File: config.mk
export PLATFORM = sky130hd
export DESIGN_NAME = pipe_ex_mem
export DESIGN_NICKNAME = d
export VERILOG_FILES = /design/src/rtl/pipe_ex_mem.sv
export SDC_FILE = /design/constraint.sdc
export NUM_CORES = 1
export LEC_CHECK = 0
export CAP_MARGIN = 20
export CORE_AREA = 2 2 128 130
export DETAILED_ROUTE_END_ITERATION = 16
export DIE_AREA = 0 0 130 132
export MAX_ROUTING_LAYER = met4
export PLACE_DENSITY_LB_ADDON = 0.08
export SYNTH_ARGS = -nofsm -noshare
export SYNTH_HDL_FRONTEND = slang
export SYNTH_SLANG_ARGS = --single-unit
File: constraint.sdc
create_clock -name clk -period 3.9 [get_ports clk]
set_clock_uncertainty 0.15 [all_clocks]
set_input_delay 0.39 -clock clk [delete_from_list [all_inputs] [get_ports clk]]
set_output_delay 0.39 -clock clk [all_outputs]
set_load 0.05 [all_outputs]
File: src/rtl/pipe_ex_mem.sv
// EX/MEM pipeline register with branch resolution, registered redirect and one-slot wrong-path squash.
// Optional branch statistics counters are enabled by defining PIPE_EX_MEM_BR_STATS_EN.
module pipe_ex_mem #(
  parameter logic [31:0] RESET_PC = 32'h0000_3000
) (
  input  logic        clk,
  input  logic        rst,
  input  logic        stall,
  input  logic        flush,
  input  logic        ex_valid,
  input  logic [31:0] ex_alu_result,
  input  logic        ex_zero,
  input  logic        ex_is_branch,
  input  logic [31:0] ex_pc_plus4,
  input  logic [31:0] ex_br_imm,
  input  logic [31:0] ex_rt_data,
  input  logic [4:0]  ex_rd,
  input  logic        ex_reg_write,
  input  logic        ex_mem_read,
  input  logic        ex_mem_write,
  input  logic        ex_mem_to_reg,
  output logic        mem_valid,
  output logic [31:0] mem_alu_result,
  output logic [31:0] mem_rt_data,
  output logic [4:0]  mem_rd,
  output logic        mem_reg_write,
  output logic        mem_mem_read,
  output logic        mem_mem_write,
  output logic        mem_mem_to_reg,
  output logic        br_taken,
  output logic [31:0] br_target,
  output logic [31:0] br_cnt,
  output logic [31:0] br_taken_cnt
);

  typedef enum logic {NORMAL, SQUASH} state_t;

  state_t      state_reg;
  logic        valid_reg;
  logic [31:0] alu_reg;
  logic [31:0] rt_reg;
  logic [4:0]  rd_reg;
  logic [3:0]  ctrl_reg;
  logic        br_taken_reg;
  logic [31:0] br_target_reg;

  logic        taken_ex;
  logic [31:0] target_next;
  logic [3:0]  ex_ctrl;
  logic [3:0]  mem_ctrl;

  assign taken_ex    = ex_valid & ex_is_branch & ex_zero;
  // Immediate is in words; the add wraps modulo 2^32.
  assign target_next = ex_pc_plus4 + {ex_br_imm[29:0], 2'b00};
  assign ex_ctrl     = {ex_mem_to_reg, ex_mem_write, ex_mem_read, ex_reg_write};

  always_ff @(posedge clk or posedge rst) begin
    if (rst) begin
      state_reg     <= NORMAL;
      valid_reg     <= 1'b0;
      alu_reg       <= 32'h0;
      rt_reg        <= 32'h0;
      rd_reg        <= 5'h0;
      ctrl_reg      <= 4'h0;
      br_taken_reg  <= 1'b0;
      br_target_reg <= RESET_PC;
    end else if (flush) begin
      valid_reg    <= 1'b0;
      br_taken_reg <= 1'b0;
      state_reg    <= NORMAL;
    end else if (!stall) begin
      case (state_reg)
        NORMAL: begin
          valid_reg    <= ex_valid;
          alu_reg      <= ex_alu_result;
          rt_reg       <= ex_rt_data;
          rd_reg       <= ex_rd;
          ctrl_reg     <= ex_ctrl;
          br_taken_reg <= taken_ex;
          if (taken_ex) begin
            br_target_reg <= target_next;
            state_reg     <= SQUASH;
          end
        end
        SQUASH: begin
          // The instruction now in EX was fetched down the wrong path.
          valid_reg    <= 1'b0;
          br_taken_reg <= 1'b0;
          ctrl_reg     <= 4'h0;
          state_reg    <= NORMAL;
        end
        default: state_reg <= NORMAL;
      endcase
    end
  end

  genvar gi;
  generate
    for (gi = 0; gi < 4; gi++) begin : g_ctrl_gate
      assign mem_ctrl[gi] = ctrl_reg[gi] & valid_reg;
    end
  endgenerate

  assign mem_valid      = valid_reg;
  assign mem_alu_result = alu_reg;
  assign mem_rt_data    = rt_reg;
  assign mem_rd         = rd_reg;
  assign mem_reg_write  = mem_ctrl[0];
  assign mem_mem_read   = mem_ctrl[1];
  assign mem_mem_write  = mem_ctrl[2];
  assign mem_mem_to_reg = mem_ctrl[3];
  assign br_taken       = br_taken_reg;
  assign br_target      = br_target_reg;

`ifdef PIPE_EX_MEM_BR_STATS_EN
  logic [31:0] br_cnt_reg;
  logic [31:0] br_taken_cnt_reg;
  logic        count_en;

  assign count_en = !flush && !stall && (state_reg == NORMAL) && ex_valid && ex_is_branch;

  always_ff @(posedge clk or posedge rst) begin
    if (rst) begin
      br_cnt_reg       <= 32'h0;
      br_taken_cnt_reg <= 32'h0;
    end else if (count_en) begin
      br_cnt_reg <= br_cnt_reg + 32'd1;
      if (ex_zero) br_taken_cnt_reg <= br_taken_cnt_reg + 32'd1;
    end
  end

  assign br_cnt       = br_cnt_reg;
  assign br_taken_cnt = br_taken_cnt_reg;
`else
  assign br_cnt       = 32'h0;
  assign br_taken_cnt = 32'h0;
`endif

endmodule
==> flow_metrics.py, run 1 <==
metrics = {
    "final_layout": {
        "area_growth_pct": 42.5,
        "layout-drive-gt1-share_pct": 13.3,
        "stdcell_count": 1072,
        "fin_area_mm2": 0.00910,
        "nets": 1025,
    },
    "placed_design": {
        "dp_cells": 1055,
        "dp_hpwl_um": 14100,
        "placed_area_mm2": 0.00880,
        "place.gp.congestion": 0.890,
        "numPortBuffers": 248,
    },
    "synthesis": {
        "synth_warnings": 0,
        "synth_edf_count": 0,
        "synthCells": 619,
        "avgSynthCellArea_um2": 10.3,
        "synth_ff_type": "dfrtp_1",
        "ys_types": 65,
        "async_flop_share_pct": 100,
        "netlist_area_mm2": 0.00639,
        "seq_area_frac_synth_pct": 42.0,
        "yosys_register_bits": 107,
    },
    "timing": {
        "period_share_pct": 73.5,
        "slew_violations": 0,
        "tightest_slew_ns": 0.862,
        "setup_viol": 0,
        "hold_viol_final": 0,
        "rsz0062_at_grt": "no",
        "timing.fmax_mhz": 349,
        "slew_headroom_pct": 42.5,
        "min_period_ns": 2.87,
        "tns_ns": 0,
    },
    "setup_path": {
        "reg2reg_depth": 3,
        "regToRegEndpoint": "mem_alu_result[4]",
        "worstPathRequired_ns": 4.02,
        "critical_path.max_fanout": 5,
        "reg2reg_from": "state_reg",
        "max_stage_delay_ns": 0.46,
        "crit_type": "input pin to flip-flop",
        "cp-start-kind": "input pin",
        "crit_path_top_delay_cell": "clkdlybuf4s50_1",
        "reg2reg_slack_ns": 1.77,
        "worstPathArrival_ns": 2.99,
        "end_kind": "flip-flop",
        "path_cells": "clkdlybuf4s50_1 > ha_1 > inv_1 > fa_1 > nor2b_1 > o2111ai_2 > a31oi_4 > o211ai_4 > a2111oi_2 > nor3_1 > o31ai_2",
    },
    "grt": {
        "grt_util_all_layers_pct": 21.2,
        "gr-total-overflow": 0,
        "grt_first_pass_wirelength_um": 27800,
        "antenna_found_initial": 0,
        "grt_max_degree": 76,
        "grt_pass1_vias": 5131,
    },
    "clock_network": {
        "cts_sinks": 107,
        "cts_buffers": 9,
        "path_clk_slew_ns": 0.08,
        "cts_hold_buf": 0,
        "cts_tree": "done",
        "clock_tree.buffer_depth": 2,
        "htreeDepth": 3,
        "cts_resized": 0,
        "post_cts_buffers": 0,
        "clock_latency_ns": 0.35,
        "root_buffer": "clkbuf_16",
    },
    "pwr": {
        "p_leak_nw": 3.92,
        "power_density_mw_per_mm2": 480,
        "vdd_drop_max_v": 0.000236,
        "p_total_mw": 4.37,
    },
    "floorplan": {
        "die_w_um": 130,
        "fp.coreArea_mm2": 0.0157,
        "ios": 315,
        "dieArea_mm2": 0.0172,
        "die-height_um": 132,
        "rows": 46,
        "start_util_pct": 40.7,
    },
    "flow_run": {
        "maxCapViolCount": 0,
    },
    "routing": {
        "antenna_left": 0,
        "drt_iter0_drc": 220,
        "wl_per_cell_um": 16.8,
        "vias_per_cell": 4.84,
        "route.detailed.drc": 0,
        "via_count": 5188,
        "drt_pass1_iterations": 4,
        "drt_wl_total_um": 18000,
    },
    "worst_hold_path": {
        "hp-class": "input pin to asynchronous set/reset pin",
    },
    "status": {
        "outcome": "complete, no violations",
    },
}
-- metrics by stage --
stage	setup slack [ns]	hold slack, ns	utilization [%]
2_1_floorplan	0.546	0.306	-
3_3_place_gp	0.678	0.315	56.0
3_5_place_dp	0.664	0.323	56.0
4_1_cts	1.04	0.336	57.7
5_1_grt	0.892	0.234	57.9
6_report	1.03	0.204	57.9
-- kinds of logic after synthesis --
| logic type | count (synthesis) | synth area share [%] |
|---|---|---|
| fa+ha+maj | 30 | 5.99 |
| mux | 73 | 12.8 |
| buf+inv | 113 | 10.8 |
| flops | 107 | 42.0 |
| compound gates | 133 | 14.6 |
| xor+xnor | 21 | 2.88 |
| other cells | 1 | 0.0587 |
| simple gates | 141 | 10.8 |
-- routing by layer --
metal  track usage (%)  wire length, um  vias to the layer above  part of all wire (%)
met3              4.75             1340                       27                   7.4
met5                 -                0                        -                     0
met4              7.65              431                        0                   2.4
met2              35.0             8810                      194                    49
met1              25.4             7420                     2446                    41
li1                  -                -                     2521                     -
-- cells in the mapped netlist (all sizes together) (6+ instances only) --
cell      n  area, um^2
mux2     72         811
nand2    58         218
o21a      8        60.1
dfrtp   105        2630
nor2     21        78.8
o21ai    41         213
and2      8        50.1
buf      73         538
a21oi    28         140
xnor2    13         114
inv      17        63.8
a21o     13        97.6
xor2      8        70.1
nand3     8        40.0
nand3b    6        45.0
nand4    11        68.8
clkbuf   23        88.8
ha       29         363
nor3     10        55.1
-- worst max path at each step --
stage | start | to | slack (ns) | cells after the start
after global placement | ex_pc_plus4[2] | br_target[30] | 0.68 | 11
final | ex_pc_plus4[2] | br_target[30] | 1.03 | 11
after global routing | ex_pc_plus4[2] | br_target[30] | 0.89 | 11
after CTS | ex_pc_plus4[2] | br_target[30] | 1.04 | 11
after floorplan | rst | br_target[0] | 0.55 | 1
after detailed placement | ex_pc_plus4[2] | br_target[30] | 0.66 | 11
-- report_power, final --
part,internal (mW),switching (mW),total [mW]
clock network,0.439,0.449,0.888
logic,0.731,1.33,2.06
registers,1.32,0.103,1.42
-- worst max-delay path: cells and delay by family --
kind	cells	cell delay, ns
AOI/OAI and AO/OA	5	1.20
adders and majority gates	2	0.57
buffers and inverters	2	0.52
and+or+nand+nor	2	0.30
-- cell usage in the layout, fill, tap and decap left out, drive strengths merged, types with 5 or more instances in the layout --
cell type	count
and2	8
o21a	8
nand2b	5
nand3b	6
clkdlybuf4s50	248
ha	29
nand2	58
xnor2	13
nand4	11
mux2	72
nor2	21
clkbuf	9
dfrtp	105
o31ai	5
a31oi	5
conb	64
buf	6
inv	20
xor2	8
a21o	13
o21ai	41
nand3	8
a211oi	5
a21oi	28
nor3	10
-- cell type report --
| type | instances | area, um^2 |
|---|---|---|
| antenna | 1 | 2.50 |
| clock buffer | 9 | 225 |
| clock inverter | 6 | 48.8 |
| fill | 1389 | 6610 |
| inverter | 17 | 66.3 |
| multi-input combinational | 462 | 3260 |
| sequential | 107 | 2680 |
| tap | 216 | 270 |
| timing repair buffer | 254 | 2550 |
Power figures use the tool's default switching activity.
==> run 2: changes to the inputs <==
--- a/config.mk
+++ b/config.mk
@@ -6,9 +6,9 @@
 export NUM_CORES = 1
 export LEC_CHECK = 0
 export CAP_MARGIN = 20
-export CORE_AREA = 2 2 128 130
+export CORE_AREA = 2 2 135 137
 export DETAILED_ROUTE_END_ITERATION = 16
-export DIE_AREA = 0 0 130 132
+export DIE_AREA = 0 0 137 139
 export MAX_ROUTING_LAYER = met4
 export PLACE_DENSITY_LB_ADDON = 0.08
 export SYNTH_ARGS = -nofsm -noshare
==> constraint.sdc (replaced) <==
create_clock -name clk -period 2.45 [get_ports clk]
set_clock_uncertainty 0.15 [all_clocks]
set_input_delay 0.245 -clock clk [delete_from_list [all_inputs] [get_ports clk]]
set_output_delay 0.245 -clock clk [all_outputs]
set_load 0.05 [all_outputs]
==> flow_metrics.py, run 2 (synthesis gave the netlist of run 1 again) <==
metrics = {
    "placed_design": {
        "dp_hpwl_um": 15000,
        "numPortBuffers": 248,
        "place.gp.congestion": 0.925,
        "dp_cells": 1149,
    },
    "timing": {
        "tightest_slew_ns": 0.673,
        "slew_headroom_pct": 55.1,
        "timing.fmax_mhz": 422,
        "setup_viol": 0,
        "period_share_pct": 96.7,
        "min_period_ns": 2.37,
        "hold_viol_final": 0,
        "slew_violations": 0,
    },
    "clock_network": {
        "path_clk_slew_ns": 0.08,
        "clock_tree.buffer_depth": 2,
        "cts_buffers": 9,
        "htreeDepth": 3,
        "cts_sinks": 107,
        "clock_latency_ns": 0.34,
        "root_buffer": "clkbuf_16",
        "cts_tree": "done",
    },
    "routing": {
        "via_count": 5484,
        "wl_per_cell_um": 16.1,
        "drt_iter0_drc": 159,
        "vias_per_cell": 4.70,
        "route.detailed.drc": 0,
        "drt_pass1_iterations": 4,
        "antenna_left": 0,
        "drt_wl_total_um": 18700,
    },
    "floorplan": {
        "ios": 315,
        "die-height_um": 139,
        "rows": 49,
        "fp.coreArea_mm2": 0.0177,
        "start_util_pct": 36.2,
        "die_w_um": 137,
        "dieArea_mm2": 0.0190,
    },
    "final_layout": {
        "final_common_cell": "clkdlybuf4s50_1",
        "final_cell_mix": "clkdlybuf4s50_1 (238), dfrtp_1 (105), buf_4 (85)",
        "nets": 1107,
        "fillers": 1552,
        "final_core_util_pct": 56.3,
        "stdcell_count": 1167,
        "seqCellArea_mm2": 0.00268,
        "layout-drive-gt1-share_pct": 23.5,
        "multi_input_area_mm2": 0.00342,
        "area_growth_pct": 55.6,
    },
    "setup_path": {
        "max_stage_delay_ns": 0.41,
        "reg2reg_slack_ns": 0.36,
        "cp-start-kind": "input pin",
        "crit_family": "compound AO/OA/AOI/OAI gates",
        "worstPathRequired_ns": 2.53,
        "regToRegEndpoint": "br_target[20]",
        "reg2reg_depth": 5,
        "crit_path_top_delay_cell": "fa_2",
        "reg2reg_from": "state_reg",
        "cp.depth": 12,
        "worstPathArrival_ns": 2.45,
        "path_cells": "dlygate4sd2_1 > ha_2 > inv_2 > fa_2 > nor2b_4 > o2111ai_4 > a31oi_4 > o211ai_4 > a211oi_2 > buf_4 > o21a_1 > o31ai_2",
        "cp_num_buf_inv": 3,
        "crit_type": "input pin to flip-flop",
        "end_kind": "flip-flop",
        "critical_path.max_fanout": 4,
    },
    "pwr": {
        "internal_power_mw": 4.13,
        "p_total_mw": 7.19,
        "p_sw_share_pct": 42.6,
        "clkPwrFrac_pct": 19.9,
        "vdd_drop_max_v": 0.000356,
        "p_leak_nw": 4.41,
        "power_density_mw_per_mm2": 723,
        "comb_power_share_pct": 48.5,
        "p_seq_share_pct": 31.7,
        "power.switching_mw": 3.06,
    },
    "worst_hold_path": {
        "hp-class": "input pin to asynchronous set/reset pin",
    },
    "flow_run": {
        "maxCapViolCount": 0,
    },
    "grt": {
        "grt_util_all_layers_pct": 19.6,
        "grt_pass1_vias": 5387,
        "grt_first_pass_wirelength_um": 28400,
        "grt_max_degree": 70,
        "antenna_found_initial": 1,
        "gr-total-overflow": 0,
    },
    "status": {
        "outcome": "complete, no violations",
    },
}
==> run 2: cell types whose count changed in the layout (fill, tap and decap cells not counted), sizes merged <==
| cell | delta |
|---|---|
| clkdlybuf4s15 | +1 |
| dlymetal6s2s | +8 |
| buf | +82 |
| clkdlybuf4s50 | -10 |
| dlygate4sd2 | +1 |
==> run 2: worst reg2reg max path: stages, from the launching register on <==
cell and delay, ns:
dfrtp_1 0.47, nor3_4 0.28, nand4_1 0.29, buf_12 0.26, and2_1 0.16, or3b_1 0.36
==> run 2: how the worst max path moves through the flow <==
stage                          to           start  slack, ns
finish              br_target[24]    ex_br_imm[0]       0.08
global route        br_target[24]    ex_br_imm[0]      -0.02
CTS                 br_target[30]  ex_pc_plus4[3]     0.0004
detailed placement  br_target[30]    ex_br_imm[0]      -0.60
global placement    br_target[30]  ex_pc_plus4[2]      -0.54
floorplan           br_target[30]  ex_pc_plus4[2]       0.07
==> run 2: stage by stage <==
stage	area, um^2	setup TNS (ns)	hold slack (ns)	setup slack [ns]
floorplan	6630	0	0.161	0.0728
global route	9940	-0.0232	0.209	-0.0232
finish	9940	0	0.191	0.0813
detailed placement	9460	-7.66	0.319	-0.604
global placement	9460	-6.80	0.313	-0.537
CTS	9800	0	0.193	0.000407
==> run 2: layout make-up <==
type	instances	area share, %
multi-input cells	462	34.4
repair buffers	336	32.2
flip-flops and latches	107	27.0
well taps	229	2.88
clock buffers	9	2.27
inverters	17	0.680
clock inverters	6	0.566
diodes	1	0.0252
==> run 2: power groups by stage <==
stage / Clock (mW) / Sequential [mW] / Combinational (mW)
3_3_place_gp: 0 / 2.30 / 3.44
3_5_place_dp: 0 / 2.32 / 3.46
6_report: 1.43 / 2.28 / 3.48
5_1_grt: 1.55 / 2.32 / 3.67
4_1_cts: 1.48 / 2.28 / 3.48
2_1_floorplan: 0 / 3.45 / 1.07
==> run 2: routing by layer <==
layer	track usage (%)	vias to the layer above	part of all wire, %
li1	-	2692	-
met5	-	-	0
met2	33.5	198	50
met3	3.44	15	7.1
met4	5.26	0	1.3
met1	23.7	2579	41
==> run 2: timing repair <==
action / 4_1_cts / 5_1_grt
pin swaps: 8 / 14
setup buffers: 1 / 1
gates resized for setup: 13 / 27
setup endpoints to repair: 10 / 13
hold buffers: 0 / 0
